--- config.mk ---
export PLATFORM = sky130hd
export DESIGN_NAME = sdram_cmd_monitor
export DESIGN_NICKNAME = d
export VERILOG_FILES = /design/src/rtl/sdram_mon_pkg.sv /design/src/rtl/sat_counter.sv /design/src/rtl/sdram_cmd_monitor.sv
export SDC_FILE = /design/constraint.sdc
export NUM_CORES = 1
export LEC_CHECK = 0
export ABC_AREA = 1
export BUFFER_PORTS_ARGS = -buffer_cell sky130_fd_sc_hd__clkbuf_2
export CAP_MARGIN = 20
export CORE_MARGIN = 2
export CORE_UTILIZATION = 48
export CTS_BUF_LIST = sky130_fd_sc_hd__clkbuf_2
export DETAILED_ROUTE_END_ITERATION = 10
export GPL_TIMING_DRIVEN = 0
export HOLD_SLACK_MARGIN = 0.06
export PLACE_DENSITY = 0.69
export SLEW_MARGIN = 20
export SYNTH_ARGS = -nofsm -noshare
export SYNTH_HDL_FRONTEND = slang
export SYNTH_SLANG_ARGS = --single-unit
export TNS_END_PERCENT = 5
--- constraint.sdc ---
create_clock -name sdram_clk -period 2.3 [get_ports sdram_clk]
set_input_delay 0.23 -clock sdram_clk [delete_from_list [all_inputs] [get_ports sdram_clk]]
set_output_delay 0.23 -clock sdram_clk [all_outputs]
set_load 0.03 [all_outputs]
--- src/rtl/sdram_mon_pkg.sv ---
// Shared types for the SDRAM command-bus monitor: command and tracker-state
// encodings plus the pin-to-command decoder.
package sdram_mon_pkg;

    typedef enum logic [2:0] {
        CMD_LMR = 3'b000,
        CMD_REF = 3'b001,
        CMD_PRE = 3'b010,
        CMD_ACT = 3'b011,
        CMD_WR  = 3'b100,
        CMD_RD  = 3'b101,
        CMD_BST = 3'b110,
        CMD_NOP = 3'b111
    } cmd_e;

    typedef enum logic [2:0] {
        ST_IDLE        = 3'd0,
        ST_ACTIVATING  = 3'd1,
        ST_ROW_OPEN    = 3'd2,
        ST_PRECHARGING = 3'd3,
        ST_REFRESHING  = 3'd4
    } state_e;

    function automatic cmd_e decode_cmd(input logic ras_n, input logic cas_n, input logic we_n);
        cmd_e cmd;
        case ({ras_n, cas_n, we_n})
            3'b111:  cmd = CMD_NOP;
            3'b011:  cmd = CMD_ACT;
            3'b101:  cmd = CMD_RD;
            3'b100:  cmd = CMD_WR;
            3'b010:  cmd = CMD_PRE;
            3'b001:  cmd = CMD_REF;
            3'b000:  cmd = CMD_LMR;
            3'b110:  cmd = CMD_BST;
            default: cmd = CMD_NOP;
        endcase
        return cmd;
    endfunction

endpackage

--- src/rtl/sat_counter.sv ---
// Saturating up-counter with synchronous clear that overrides increment.
module sat_counter #(
    parameter int W = 16
) (
    input  logic         clk,
    input  logic         rst_n,
    input  logic         clr,
    input  logic         inc,
    output logic [W-1:0] count
);

    // Count register: clear first, then increment until all-ones.
    always_ff @(posedge clk or negedge rst_n) begin
        if (!rst_n) begin
            count <= '0;
        end else if (clr) begin
            count <= '0;
        end else if (inc && (count != {W{1'b1}})) begin
            count <= count + W'(1);
        end else begin
            count <= count;
        end
    end

endmodule

--- src/rtl/sdram_cmd_monitor.sv ---
// Passive SDRAM command-bus monitor: decodes commands, tracks single-bank row
// state with timing checks, counts commands and raises sticky violation flags.
module sdram_cmd_monitor
    import sdram_mon_pkg::*;
#(
    parameter int T_RCD     = 3,
    parameter int T_RP      = 3,
    parameter int T_RFC     = 7,
    parameter int T_REF_MAX = 1560,
    parameter int CNT_W     = 16
) (
    input  logic             sdram_clk,
    input  logic             sdram_rst,
    input  logic             sdram_ras_n,
    input  logic             sdram_cas_n,
    input  logic             sdram_we_n,
    input  logic             mon_en,
    input  logic             clr_i,
    output logic [2:0]       cmd_o,
    output logic             cmd_vld_o,
    output logic [CNT_W-1:0] act_cnt_o,
    output logic [CNT_W-1:0] rd_cnt_o,
    output logic [CNT_W-1:0] wr_cnt_o,
    output logic [CNT_W-1:0] ref_cnt_o,
    output logic             err_trcd_o,
    output logic             err_trp_o,
    output logic             err_trfc_o,
    output logic             err_ref_o,
    output logic             err_seq_o,
    output logic             err_any_o
);

    localparam int TMR_MAX = (T_RCD > T_RP) ? ((T_RCD > T_RFC) ? T_RCD : T_RFC)
                                            : ((T_RP  > T_RFC) ? T_RP  : T_RFC);
    // Timer holds T-1, so log2 of the largest T is enough.
    localparam int TMR_W = (TMR_MAX > 1) ? $clog2(TMR_MAX) : 1;
    localparam int WD_W  = (T_REF_MAX > 1) ? $clog2(T_REF_MAX + 1) : 1;

    localparam logic [TMR_W-1:0] RCD_LOAD = TMR_W'(T_RCD - 1);
    localparam logic [TMR_W-1:0] RP_LOAD  = TMR_W'(T_RP - 1);
    localparam logic [TMR_W-1:0] RFC_LOAD = TMR_W'(T_RFC - 1);
    localparam logic [WD_W-1:0]  WD_LIMIT = WD_W'(T_REF_MAX);
    localparam logic [WD_W-1:0]  WD_LAST  = WD_W'(T_REF_MAX - 1);

    cmd_e             cmd_s;
    logic             is_nop_s;
    state_e           state_r;
    state_e           state_nxt_s;
    logic [TMR_W-1:0] timer_r;
    logic [TMR_W-1:0] timer_nxt_s;
    state_e           idle_nxt_s;
    logic             idle_seq_s;
    state_e           row_nxt_s;
    logic             row_seq_s;
    logic             trcd_hit_s;
    logic             trp_hit_s;
    logic             trfc_hit_s;
    logic             seq_hit_s;
    logic             wd_arm_r;
    logic [WD_W-1:0]  wd_cnt_r;
    logic             wd_hit_s;
    logic [2:0]       cmd_r;
    logic             cmd_vld_r;
    logic             err_trcd_r;
    logic             err_trp_r;
    logic             err_trfc_r;
    logic             err_ref_r;
    logic             err_seq_r;

    assign cmd_s    = decode_cmd(sdram_ras_n, sdram_cas_n, sdram_we_n);
    assign is_nop_s = (cmd_s == CMD_NOP);

    // Rule tables for IDLE and ROW_OPEN, shared by the timed states after a violation.
    always_comb begin
        idle_nxt_s = ST_IDLE;
        idle_seq_s = 1'b0;
        row_nxt_s  = ST_ROW_OPEN;
        row_seq_s  = 1'b0;
        case (cmd_s)
            CMD_ACT:          idle_nxt_s = ST_ACTIVATING;
            CMD_PRE:          idle_nxt_s = ST_PRECHARGING;
            CMD_REF:          idle_nxt_s = ST_REFRESHING;
            CMD_NOP, CMD_LMR: idle_nxt_s = ST_IDLE;
            default:          idle_seq_s = 1'b1;
        endcase
        case (cmd_s)
            CMD_NOP, CMD_RD, CMD_WR, CMD_BST: row_nxt_s = ST_ROW_OPEN;
            CMD_PRE:                          row_nxt_s = ST_PRECHARGING;
            default:                          row_seq_s = 1'b1;
        endcase
    end

    // Next-state, timer and violation decode for the row tracker.
    always_comb begin
        state_nxt_s = state_r;
        trcd_hit_s  = 1'b0;
        trp_hit_s   = 1'b0;
        trfc_hit_s  = 1'b0;
        seq_hit_s   = 1'b0;
        case (state_r)
            ST_IDLE: begin
                state_nxt_s = idle_nxt_s;
                seq_hit_s   = idle_seq_s;
            end
            ST_ACTIVATING: begin
                if (is_nop_s) begin
                    state_nxt_s = (timer_r == '0) ? ST_ROW_OPEN : ST_ACTIVATING;
                end else begin
                    trcd_hit_s  = (timer_r != '0);
                    state_nxt_s = row_nxt_s;
                    seq_hit_s   = row_seq_s;
                end
            end
            ST_ROW_OPEN: begin
                state_nxt_s = row_nxt_s;
                seq_hit_s   = row_seq_s;
            end
            ST_PRECHARGING: begin
                if (is_nop_s) begin
                    state_nxt_s = (timer_r == '0) ? ST_IDLE : ST_PRECHARGING;
                end else begin
                    trp_hit_s   = (timer_r != '0);
                    state_nxt_s = idle_nxt_s;
                    seq_hit_s   = idle_seq_s;
                end
            end
            ST_REFRESHING: begin
                if (is_nop_s) begin
                    state_nxt_s = (timer_r == '0) ? ST_IDLE : ST_REFRESHING;
                end else begin
                    trfc_hit_s  = (timer_r != '0);
                    state_nxt_s = idle_nxt_s;
                    seq_hit_s   = idle_seq_s;
                end
            end
            default: state_nxt_s = ST_IDLE;
        endcase

        if (timer_r != '0) begin
            timer_nxt_s = timer_r - TMR_W'(1);
        end else begin
            timer_nxt_s = timer_r;
        end
        // Any command that lands in a timed state restarts its wait.
        if (!is_nop_s) begin
            case (state_nxt_s)
                ST_ACTIVATING:  timer_nxt_s = RCD_LOAD;
                ST_PRECHARGING: timer_nxt_s = RP_LOAD;
                ST_REFRESHING:  timer_nxt_s = RFC_LOAD;
                default:        timer_nxt_s = timer_nxt_s;
            endcase
        end else begin
            timer_nxt_s = timer_nxt_s;
        end
    end

    // Tracker state and wait timer; independent of mon_en and clr_i.
    always_ff @(posedge sdram_clk or negedge sdram_rst) begin
        if (!sdram_rst) begin
            state_r <= ST_IDLE;
            timer_r <= '0;
        end else begin
            state_r <= state_nxt_s;
            timer_r <= timer_nxt_s;
        end
    end

    // Watchdog fires on the edge at which the refresh age would reach the limit.
    always_comb begin
        if (wd_arm_r && (cmd_s != CMD_REF) && (wd_cnt_r >= WD_LAST)) begin
            wd_hit_s = 1'b1;
        end else begin
            wd_hit_s = 1'b0;
        end
    end

    // Refresh age counter, armed by a refresh and disarmed by clear.
    always_ff @(posedge sdram_clk or negedge sdram_rst) begin
        if (!sdram_rst) begin
            wd_arm_r <= 1'b0;
            wd_cnt_r <= '0;
        end else if (clr_i) begin
            wd_arm_r <= 1'b0;
            wd_cnt_r <= '0;
        end else if (cmd_s == CMD_REF) begin
            wd_arm_r <= 1'b1;
            wd_cnt_r <= WD_W'(1);
        end else if (wd_arm_r && (wd_cnt_r != WD_LIMIT)) begin
            wd_cnt_r <= wd_cnt_r + WD_W'(1);
        end else begin
            wd_cnt_r <= wd_cnt_r;
        end
    end

    // Registered view of the command bus.
    always_ff @(posedge sdram_clk or negedge sdram_rst) begin
        if (!sdram_rst) begin
            cmd_r     <= 3'b111;
            cmd_vld_r <= 1'b0;
        end else begin
            cmd_r     <= {sdram_ras_n, sdram_cas_n, sdram_we_n};
            cmd_vld_r <= !is_nop_s;
        end
    end

    // Sticky violation flags; clear beats a same-cycle set.
    always_ff @(posedge sdram_clk or negedge sdram_rst) begin
        if (!sdram_rst) begin
            err_trcd_r <= 1'b0;
            err_trp_r  <= 1'b0;
            err_trfc_r <= 1'b0;
            err_ref_r  <= 1'b0;
            err_seq_r  <= 1'b0;
        end else if (clr_i) begin
            err_trcd_r <= 1'b0;
            err_trp_r  <= 1'b0;
            err_trfc_r <= 1'b0;
            err_ref_r  <= 1'b0;
            err_seq_r  <= 1'b0;
        end else if (mon_en) begin
            err_trcd_r <= err_trcd_r | trcd_hit_s;
            err_trp_r  <= err_trp_r  | trp_hit_s;
            err_trfc_r <= err_trfc_r | trfc_hit_s;
            err_ref_r  <= err_ref_r  | wd_hit_s;
            err_seq_r  <= err_seq_r  | seq_hit_s;
        end else begin
            err_trcd_r <= err_trcd_r;
            err_trp_r  <= err_trp_r;
            err_trfc_r <= err_trfc_r;
            err_ref_r  <= err_ref_r;
            err_seq_r  <= err_seq_r;
        end
    end

    sat_counter #(.W(CNT_W)) u_act_cnt (
        .clk(sdram_clk), .rst_n(sdram_rst), .clr(clr_i),
        .inc(mon_en && (cmd_s == CMD_ACT)), .count(act_cnt_o)
    );
    sat_counter #(.W(CNT_W)) u_rd_cnt (
        .clk(sdram_clk), .rst_n(sdram_rst), .clr(clr_i),
        .inc(mon_en && (cmd_s == CMD_RD)), .count(rd_cnt_o)
    );
    sat_counter #(.W(CNT_W)) u_wr_cnt (
        .clk(sdram_clk), .rst_n(sdram_rst), .clr(clr_i),
        .inc(mon_en && (cmd_s == CMD_WR)), .count(wr_cnt_o)
    );
    sat_counter #(.W(CNT_W)) u_ref_cnt (
        .clk(sdram_clk), .rst_n(sdram_rst), .clr(clr_i),
        .inc(mon_en && (cmd_s == CMD_REF)), .count(ref_cnt_o)
    );

    assign cmd_o      = cmd_r;
    assign cmd_vld_o  = cmd_vld_r;
    assign err_trcd_o = err_trcd_r;
    assign err_trp_o  = err_trp_r;
    assign err_trfc_o = err_trfc_r;
    assign err_ref_o  = err_ref_r;
    assign err_seq_o  = err_seq_r;
    assign err_any_o  = err_trcd_r | err_trp_r | err_trfc_r | err_ref_r | err_seq_r;

endmodule

==> run_results.csv <==
group,metric,value,unit
clocking,postCtsSetupBuffers,0,
logic_synthesis,synthAdderAreaFrac,1.78,%
finish,final_nets,910,
timing,hold_viol,0,
logic_synthesis,avgSynthCellArea,7.05,um^2
finish,area_delta_synth_final,14.3,%
setup_path,end_kind,"flop",
drt,first_iter_violations,382,
finish,n_fill_cell,1096,
placement,gp_congestion,0.919,
drt,wl_met2,6930,um
drt,vias_per_cell,5.44,
logic_synthesis,yosys.area_share.simple,41.4,%
setup_path,path_class,"reg2reg",
timing,slew_viol_final,0,
drt,vias,5671,
logic_synthesis,synth_compound_area_share,5.78,%
logic_synthesis,synth_top_family_by_area,"simple AND/OR/NAND/NOR gates",
min_path,worstHoldPathType,"in2reg",
drt,dr.pass1.iters,5,
timing,finalClockSkew,0.0413,ns
die,dieHeight,112,um
logic_synthesis,syn_inst,798,
setup_path,crit_fanout,10,
die,initial_core_util,49.3,%
power_and_ir_drop,max-vdd-ir-drop,375,uV
setup_path,timing.rr.end,"u_act_cnt.count[9]$_DFFE_PN0P_",
global_route,grt_max_degree,56,
clocking,cts_root_buffer,"clkbuf_2",
global_route,grt_usage,24.3,%
logic_synthesis,ys_ff_latch,91,
timing,layout_min_cycle_time,2.03,ns
setup_path,start_kind,"flop",
timing,setup_violations,0,
die,io_pins,81,
timing,tightestPinTransition,0.773,ns
global_route,grt_pass1_vias,5322,
clocking,cts_hold_buf,7,
logic_synthesis,ys_seq_area_share,40.5,%
logic_synthesis,synth_nets,813,
die,core,11400,um^2
min_path,worstHoldEndpoint,"u_rd_cnt.count[2]$_DFFE_PN0P_",
power_and_ir_drop,power_density,493,nW/um^2
clocking,cts_buffers,9,
logic_synthesis,synthXorXnorAreaFrac,3.73,%
power_and_ir_drop,power,3.17,mW
setup_path,max_stage_delay,0.49,ns
global_route,grt_pass1_wl,25100,um
drt,m1WireLength,6710,um
placement,dp.final_hpwl,10600,um
clocking,clk_latency,0.60,ns
drt,top_layer,"met4",
timing,fmax,494,MHz
setup_path,arrival,2.56,ns
clocking,cts_tree,"built",
run_status,outcome,"finished clean",
logic_synthesis,yosysWarningCount,0,
drt,met3WireLength,793,um
logic_synthesis,synth_mux_area_share,0,%
setup_path,cpMostUsedCell,"nor2_2",
drt,routed_wl,14700,um
setup_path,r2r-start,"u_act_cnt.count[0]$_DFFE_PN0P_",
clocking,ctsResizeCount,0,
clocking,clockBufferDepth,2,
clocking,cts.sinks,91,
setup_path,rr_worst_depth,10,
timing,finalCritPeriodShare,88.1,%
setup_path,slowest_stage,"dfrtp_1",
timing,rsz0062_at_grt,"false",
global_route,grt-ovfl-total,0,
drt,drc,0,
setup_path,reg2reg_slack,0.27,ns
timing,slew_headroom,48.3,%
drt,wl_per_cell,14.1,um
finish,drive_above_1_share,14.6,%
setup_path,required,2.83,ns
logic_synthesis,ys_async_sr_fraction,100,%
finish,final_cells,1043,
clocking,clk_pin_slew,0.27,ns
die,rows,39,
setup_path,worstPathCellList,"ha_1 > inv_2 > nor2_2 > nand2_1 > nor2_2 > nor2_2 > nor2_4 > buf_6 > nand2_1 > o21ai_1",
placement,post-place-cells,1020,
logic_synthesis,ys.flop_type,"dfrtp_1",
logic_synthesis,synth_cell_types,30,
drt,ant_nets,0,
placement,io_buffers,78,
power_and_ir_drop,power.leakage,3.23,nW
clocking,htreeDepth,3,
finish,num_antenna_cells,0,
run,cap_viol_max_count,0,
logic_synthesis,syn_area,5630,um^2
logic_synthesis,synth_edf_count,0,
die,die-area,12600,um^2
global_route,antenna_found_initial,0,
die,die_x,112,um
min_path,hold_depth,4,
min_path,min_from,"clr_i",
## registers in the layout, summed over array words and instances, names as in the netlist, 3 cells and up
register,count
u_act_cnt.count,16
u_rd_cnt.count,16
u_ref_cnt.count,16
u_wr_cnt.count,16
wd_cnt_r,11
cmd_o,3
state_r,3
timer_r,3
## cells in the final DEF (no fill, tap or decap), types with 2 or more instances in the layout
| cell | count |
|---|---|
| clkbuf_2 | 87 |
| nor2_1 | 93 |
| nand4_1 | 54 |
| xnor2_1 | 2 |
| or2_2 | 5 |
| ha_1 | 8 |
| xor2_1 | 22 |
| nor2_8 | 2 |
| buf_2 | 6 |
| nand3_1 | 76 |
| o21bai_1 | 15 |
| nand2_1 | 272 |
| clkinv_1 | 2 |
| o21ai_0 | 16 |
| inv_1 | 71 |
| nand3b_1 | 5 |
| nor2_2 | 7 |
| buf_1 | 3 |
| clkbuf_1 | 4 |
| dlygate4sd3_1 | 7 |
| inv_2 | 5 |
| o21ai_1 | 15 |
| a31oi_1 | 3 |
| dfrtp_1 | 88 |
| bufinv_16 | 2 |
| nor2_4 | 4 |
| dfstp_2 | 3 |
| a21oi_1 | 6 |
| nor3_1 | 5 |
| buf_4 | 4 |
## cells in the mapped netlist, types with 6 or more instances
master / count / area (um^2)
o21ai_1: 15 / 75.1
nand4_1: 54 / 338
o21bai_1: 15 / 113
xor2_1: 22 / 193
o21ai_0: 16 / 80.1
nor2_1: 93 / 349
a21oi_1: 6 / 30.0
nor2_2: 7 / 43.8
nand2_1: 272 / 1020
nand3_1: 76 / 380
dfrtp_1: 88 / 2200
inv_1: 71 / 267
buf_2: 6 / 30.0
ha_1: 8 / 100
## how the worst max path moves through the flow
stage                                              start                         endpoint  slack (ns)  cells after the start
after global routing             wd_cnt_r[0]$_DFFE_PN0P_          wd_cnt_r[7]$_DFFE_PN0P_        0.07                     10
after CTS                                      sdram_rst             state_r[2]$_DFF_PN0_        0.26                      4
after detailed placement         wd_cnt_r[0]$_DFFE_PN0P_          wd_cnt_r[7]$_DFFE_PN0P_        0.34                     10
after global placement                         sdram_rst  u_ref_cnt.count[11]$_DFFE_PN0P_       -0.17                      1
final                     u_act_cnt.count[0]$_DFFE_PN0P_   u_act_cnt.count[9]$_DFFE_PN0P_        0.27                     10
after floorplan           u_act_cnt.count[1]$_DFFE_PN0P_   u_act_cnt.count[2]$_DFFE_PN0P_        0.47                     10
## worst max-delay path, delay by kind of cell, from the launching register on
| family | cells | cell delay, ns |
|---|---|---|
| fa+ha+maj | 1 | 0.27 |
| buf+inv | 2 | 0.23 |
| simple gates | 6 | 0.90 |
| compound gates | 1 | 0.08 |
| flops | 1 | 0.49 |
## layout make-up
type                            count  area [um^2]  area share [%]
Timing Repair Buffer               86          497            7.72
Inverter                           76          285            4.43
Buffer                             18         97.6            1.52
Clock buffer                       10         50.0           0.778
Tap cell                          143          179            2.78
Multi-Input combinational cell    613         2970            46.1
Clock inverter                      6         80.1            1.24
Sequential cell                    91         2280            35.4
## cell families after synthesis
group / count (synthesis)
simple gates: 525
buf+inv: 94
flops: 91
compound gates: 56
xor+xnor: 24
fa+ha+maj: 8
## through the flow
stage	worst slack [ns]	utilization (%)	setup TNS (ns)	instance area [um^2]	hold slack, ns
final	0.275	56.4	0	6430	0.121
after global routing	0.0721	56.4	0	6430	0.0986
after CTS	0.258	56.4	0	6430	0.0775
after detailed placement	0.337	54.6	0	6230	0.170
after global placement	-0.168	54.3	-14.03	6200	0.397
after floorplan	0.469	-	0	5630	-0.0656
## where the power goes
group | switching [mW] | leakage (nW) | internal (mW)
combinational | 0.372 | 1.91 | 0.175
sequential | 0.0466 | 1.24 | 1.67
clock | 0.555 | 0.0770 | 0.354
## per-layer routing
| metal | vias up | track usage [%] |
|---|---|---|
| li1 | 2799 | - |
| met1 | 2690 | 32.7 |
| met2 | 165 | 39.4 |
| met3 | 17 | 4.64 |
| met4 | 0 | 8.86 |
| met5 | - | 0 |
(Power assumes the default switching activity.)
